[src/rtl/cpu15_pkg.sv]
// cpu15_pkg: shared constants for the CPU15 instruction-phase sequencer.
package cpu15_pkg;
  localparam int DEF_PC_W = 8;
  localparam int DEF_RESET_PC = 0;
  localparam int PH_FT_I = 0;
  localparam int PH_DC_I = 1;
  localparam int PH_EX_I = 2;
  localparam int PH_WB_I = 3;
  localparam logic [2:0] S_IDLE = 3'd0;
  localparam logic [2:0] S_FT = 3'd1;
  localparam logic [2:0] S_DC = 3'd2;
  localparam logic [2:0] S_EX = 3'd3;
  localparam logic [2:0] S_WB = 3'd4;
  localparam logic [2:0] S_HALT = 3'd5;
endpackage

[src/rtl/cpu15_edge_det.sv]
// cpu15_edge_det: registered rising-edge detector for the STEP request.
module cpu15_edge_det (
  input  logic CLK,
  input  logic RESET_N,
  input  logic d,
  output logic rise
);
  logic q;
  always_ff @(posedge CLK or negedge RESET_N)
    if (!RESET_N) q <= 1'b0;
    else q <= d;
  assign rise = d & ~q;
endmodule

[src/rtl/cpu15_sequencer.sv]
// cpu15_sequencer: FT/DC/EX/WB phase sequencer owning the program counter.
// Optional single-step input enabled by CPU15_STEP_EN.
module cpu15_sequencer
  import cpu15_pkg::*;
#(
  parameter int PC_W = DEF_PC_W,
  parameter int RESET_PC = DEF_RESET_PC,
  parameter int CNT_W = 16
) (
  input  logic            CLK,
  input  logic            RESET_N,
  input  logic            RUN,
`ifdef CPU15_STEP_EN
  input  logic            STEP,
`endif
  input  logic            HALT_REQ,
  input  logic            JMP_EN,
  input  logic [PC_W-1:0] JMP_ADDR,
  output logic            PH_FT,
  output logic            PH_DC,
  output logic            PH_EX,
  output logic            PH_WB,
  output logic [PC_W-1:0] P_COUNT,
  output logic            HALTED,
  output logic [CNT_W-1:0] RETIRED
);
  logic [2:0] state, state_nxt;
  logic [3:0] ph;
  logic halt_l, jmp_l, step_go;
  logic [PC_W-1:0] jaddr_l;
`ifdef CPU15_STEP_EN
  cpu15_edge_det u_step (.CLK(CLK), .RESET_N(RESET_N), .d(STEP), .rise(step_go));
`else
  assign step_go = 1'b0;
`endif
  always_comb begin
    state_nxt = state;
    case (state)
      S_IDLE: state_nxt = (RUN || step_go) ? S_FT : S_IDLE;
      S_FT:   state_nxt = S_DC;
      S_DC:   state_nxt = S_EX;
      S_EX:   state_nxt = S_WB;
      S_WB:   state_nxt = halt_l ? S_HALT : RUN ? S_FT : S_IDLE;
      default: state_nxt = S_HALT;
    endcase
  end
  // Strobes are decoded from the next state so they are true flop outputs.
  always_ff @(posedge CLK or negedge RESET_N) begin
    if (!RESET_N) begin
      state <= S_IDLE;
      ph <= '0;
      P_COUNT <= PC_W'(RESET_PC);
      HALTED <= 1'b0;
      RETIRED <= '0;
      halt_l <= 1'b0;
      jmp_l <= 1'b0;
      jaddr_l <= '0;
    end else begin
      state <= state_nxt;
      ph[PH_FT_I] <= state_nxt == S_FT;
      ph[PH_DC_I] <= state_nxt == S_DC;
      ph[PH_EX_I] <= state_nxt == S_EX;
      ph[PH_WB_I] <= state_nxt == S_WB;
      HALTED <= state_nxt == S_HALT;
      if (state == S_EX) begin
        halt_l <= HALT_REQ;
        jmp_l <= JMP_EN;
        jaddr_l <= JMP_ADDR;
      end
      if (state == S_WB) begin
        RETIRED <= RETIRED + 1'b1;
        P_COUNT <= halt_l ? P_COUNT : jmp_l ? jaddr_l : P_COUNT + 1'b1;
      end
    end
  end
  assign PH_FT = ph[PH_FT_I];
  assign PH_DC = ph[PH_DC_I];
  assign PH_EX = ph[PH_EX_I];
  assign PH_WB = ph[PH_WB_I];
endmodule

[config.mk]
export PLATFORM = sky130hd
export DESIGN_NAME = cpu15_sequencer
export DESIGN_NICKNAME = d
export VERILOG_FILES = /design/src/rtl/cpu15_pkg.sv /design/src/rtl/cpu15_edge_det.sv /design/src/rtl/cpu15_sequencer.sv
export SDC_FILE = /design/constraint.sdc
export NUM_CORES = 1
export LEC_CHECK = 0
export BUFFER_PORTS_ARGS = -buffer_cell sky130_fd_sc_hd__buf_4
export CORE_ASPECT_RATIO = 1.1
export CORE_MARGIN = 4
export CORE_UTILIZATION = 55
export DETAILED_ROUTE_END_ITERATION = 6
export PLACE_DENSITY = 0.8
export SLEW_MARGIN = 25
export SYNTH_ARGS = -nofsm -noshare
export SYNTH_HDL_FRONTEND = slang
export SYNTH_HIERARCHICAL = 1
export SYNTH_SLANG_ARGS = --single-unit
[constraint.sdc]
create_clock -name CLK -period 3.3 [get_ports CLK]
set_input_delay 0.495 -clock CLK [delete_from_list [all_inputs] [get_ports CLK]]
set_output_delay 0.495 -clock CLK [all_outputs]
set_load 0.005 [all_outputs]
==> out/metrics.csv <==
metric,value,unit
ir_drop,0.531,mV
place_hpwl,2.72,mm
synth_area_leaders,"dfrtp_1 (56%), mux2_2 (6.0%), xnor2_1 (3.7%)",
clock_skew,0.00900,ns
grt_pass1_vias,1477,
synthToLayoutAreaGrowth,20.2,%
p_total,0.00171,W
hold_viol_final,0,
setup_viol,0,
nets,226,
synth_top_area_cell,dfrtp_1,
vias,1362,
power.density,760,nW/um2
clock_sinks,42,
period_minus_slack,1.80,ns
core_area,3150,um2
cp.required,3.59,ns
synth.most_common_cell,dfrtp_1,
fp.dieW,63.6,um
crit_path_end_kind,register,
postCtsSetupBuffers,0,
grt_pass1_wl,6.53,mm
pwr-share-seq,0.520,
cts_hold_buf,0,
critPathLaunchType,register,
clkTransAtPathRegs,0.12,ns
netlist_area,1870,um2
vias_per_cell,5.54,
arrival,2.08,ns
yosys_warnings,6,
synth_cells,169,
die_height,69.2,um
h-tree-depth,2,
worst_pin_slew,0.656,ns
p_leak,1.08,nW
crit_path_cell_trace,or3b_1 > or3_4 > nor4_4 > xor2_1,
grt_overflow,0,
initial_utilization,0.594,
fp-row-count,21,
cts_made_buffers,5,
crit_path_top_delay_cell,or3_4,
yosysTopAreaCellShare,0.561,
syn_area_per_cell,11.1,um2
synth_cell_type_count,37,
power.share.clock,0.154,
power_frac_comb,0.325,
synth_seq_cells,42,
cts_tree,yes,
whs,0.108,ns
timing_worst_setup_path_type,reg2reg,
max_slew_margin,0.562,
cts.path.max_buffers,2,
p_int,0.00111,W
grt_max_degree,43,
fin_area,2250,um2
drive_gt1_frac,0.297,
placed_cell_area,2190,um2
tns,0,ns
io-pin-count,42,
syn_nets,184,
netSwitchingFraction,0.353,
io_buffers,41,
ys_seq_area_frac,0.561,
drc,0,
async_reset_ff_frac,1.00,
cp_slowest_stage_delay,0.48,ns
clock-root-buffer,clkbuf_4,
grt_setup_unrepaired,no,
cts_resized,0,
drtIter0Drc,44,
min_path_type,in2async,
num_antenna_cells,0,
first_pass_iters,4,
synth-edff-count,0,
dp.cells,238,
gp_congestion,0.784,
clk_latency,0.35,ns
wl_per_cell,15.0,um
status,"complete, no violations",
crit_path_max_fanout,8,
netSwitchingPower,0.000604,W
cap_violations,0,
die_area,4400,um2
stdcell_count,246,
drv_slew,0,
max_freq,557,MHz
synth_commonest_cells,"dfrtp_1 (42), nor2_1 (16), nand2_1 (12), mux2_2 (10)",
antenna_found_initial,0,
grt.total_usage,0.185,
synthFlopType,dfrtp_1,
ant_nets,0,
fin_crit_sh,0.544,
drt-total-wl,3.69,mm
-- worst paths after layout --
path	slack, ns	end	startpoint	cells past startpoint
worst max-delay path	1.50	RETIRED[15]$_DFFE_PN0N_	state[1]$_DFF_PN0_	4
worst min-delay path	0.11	RETIRED[14]$_DFFE_PN0N_	RESET_N	1
worst max register to register	1.50	RETIRED[15]$_DFFE_PN0N_	state[1]$_DFF_PN0_	4
worst min register to register	0.50	RETIRED[15]$_DFFE_PN0N_	RETIRED[15]$_DFFE_PN0N_	1
max in group asynchronous	2.83	jaddr_l[1]$_DFFE_PN0P_	RESET_N	1
min in group CLK	0.37	jaddr_l[7]$_DFFE_PN0P_	JMP_ADDR[7]	2
-- through the flow --
step,worst slack [ns],util
2_1_floorplan,1.53,-
3_3_place_gp,1.59,0.695
3_5_place_dp,1.53,0.695
4_1_cts,1.51,0.714
5_1_grt,1.40,0.714
6_report,1.50,0.714
-- registers in the layout, indices dropped and copies added, names as in the netlist --
| name | cells |
|---|---|
| state | 3 |
| ph | 4 |
| halt_l | 1 |
| jaddr_l | 8 |
| HALTED | 1 |
| P_COUNT | 8 |
| jmp_l | 1 |
| RETIRED | 16 |
-- final cells by class --
type                            count  area (um2)
Timing Repair Buffer               41         308
Inverter                            6        22.5
Multi-Input combinational cell    115         768
Clock inverter                      1        5.00
Sequential cell                    42        1050
Fill cell                         254         901
Clock buffer                        7        55.1
Tap cell                           34        42.5
-- power groups by stage --
stage | sequential [W] | combinational [W] | clock [W]
3_5_place_dp | 0.000898 | 0.000563 | 0
6_report | 0.000891 | 0.000557 | 0.000264
4_1_cts | 0.000889 | 0.000566 | 0.000269
5_1_grt | 0.000925 | 0.000625 | 0.000292
2_1_floorplan | 0.000832 | 0.000367 | 0
3_3_place_gp | 0.000880 | 0.000540 | 0
-- critical path: cells and delay by family, from the launching register on --
family / cells / cell delay (ns)
xor+xnor: 1 / 0.16
flops: 1 / 0.47
simple gates: 3 / 1.10
-- cell families after synthesis --
family | after synthesis | share of synthesized area
AOI/OAI and AO/OA | 23 | 0.0701
xor gates and xnor gates | 15 | 0.0701
adders and majority gates | 2 | 0.0134
buffers and inverters | 12 | 0.0287
DFF | 42 | 0.561
muxes | 12 | 0.0708
and+or+nand+nor | 63 | 0.186
-- metal layers --
metal | global-route usage | vias up | wire (um)
met5 | 0 | - | 0
met4 | 0.0624 | 0 | 59
met3 | 0.0632 | 7 | 223
met2 | 0.319 | 35 | 1860
met1 | 0.214 | 652 | 1540
li1 | - | 668 | -
-- cells in the final DEF, fill, tap and decap left out, drive strengths merged --
| master | n |
|---|---|
| and3 | 2 |
| xnor2 | 8 |
| a31oi | 2 |
| inv | 6 |
| nor2b | 1 |
| buf | 41 |
| a21oi | 6 |
| mux2 | 10 |
| xor2 | 7 |
| nand2 | 12 |
| or2 | 2 |
| nor3 | 7 |
| or4b | 1 |
| nor2 | 16 |
| clkinv | 1 |
| mux2i | 2 |
| nand3 | 8 |
| ha | 2 |
| dfrtp | 42 |
| and4 | 1 |
| o21ai | 11 |
| nand2b | 1 |
| nor4 | 2 |
| and2 | 1 |
| or3 | 1 |
| o22a | 1 |
| nor3b | 3 |
| o2bb2ai | 2 |
| nand4 | 4 |
| or3b | 1 |
| a22oi | 1 |
| clkbuf | 7 |
Power figures use the tool's default switching activity.
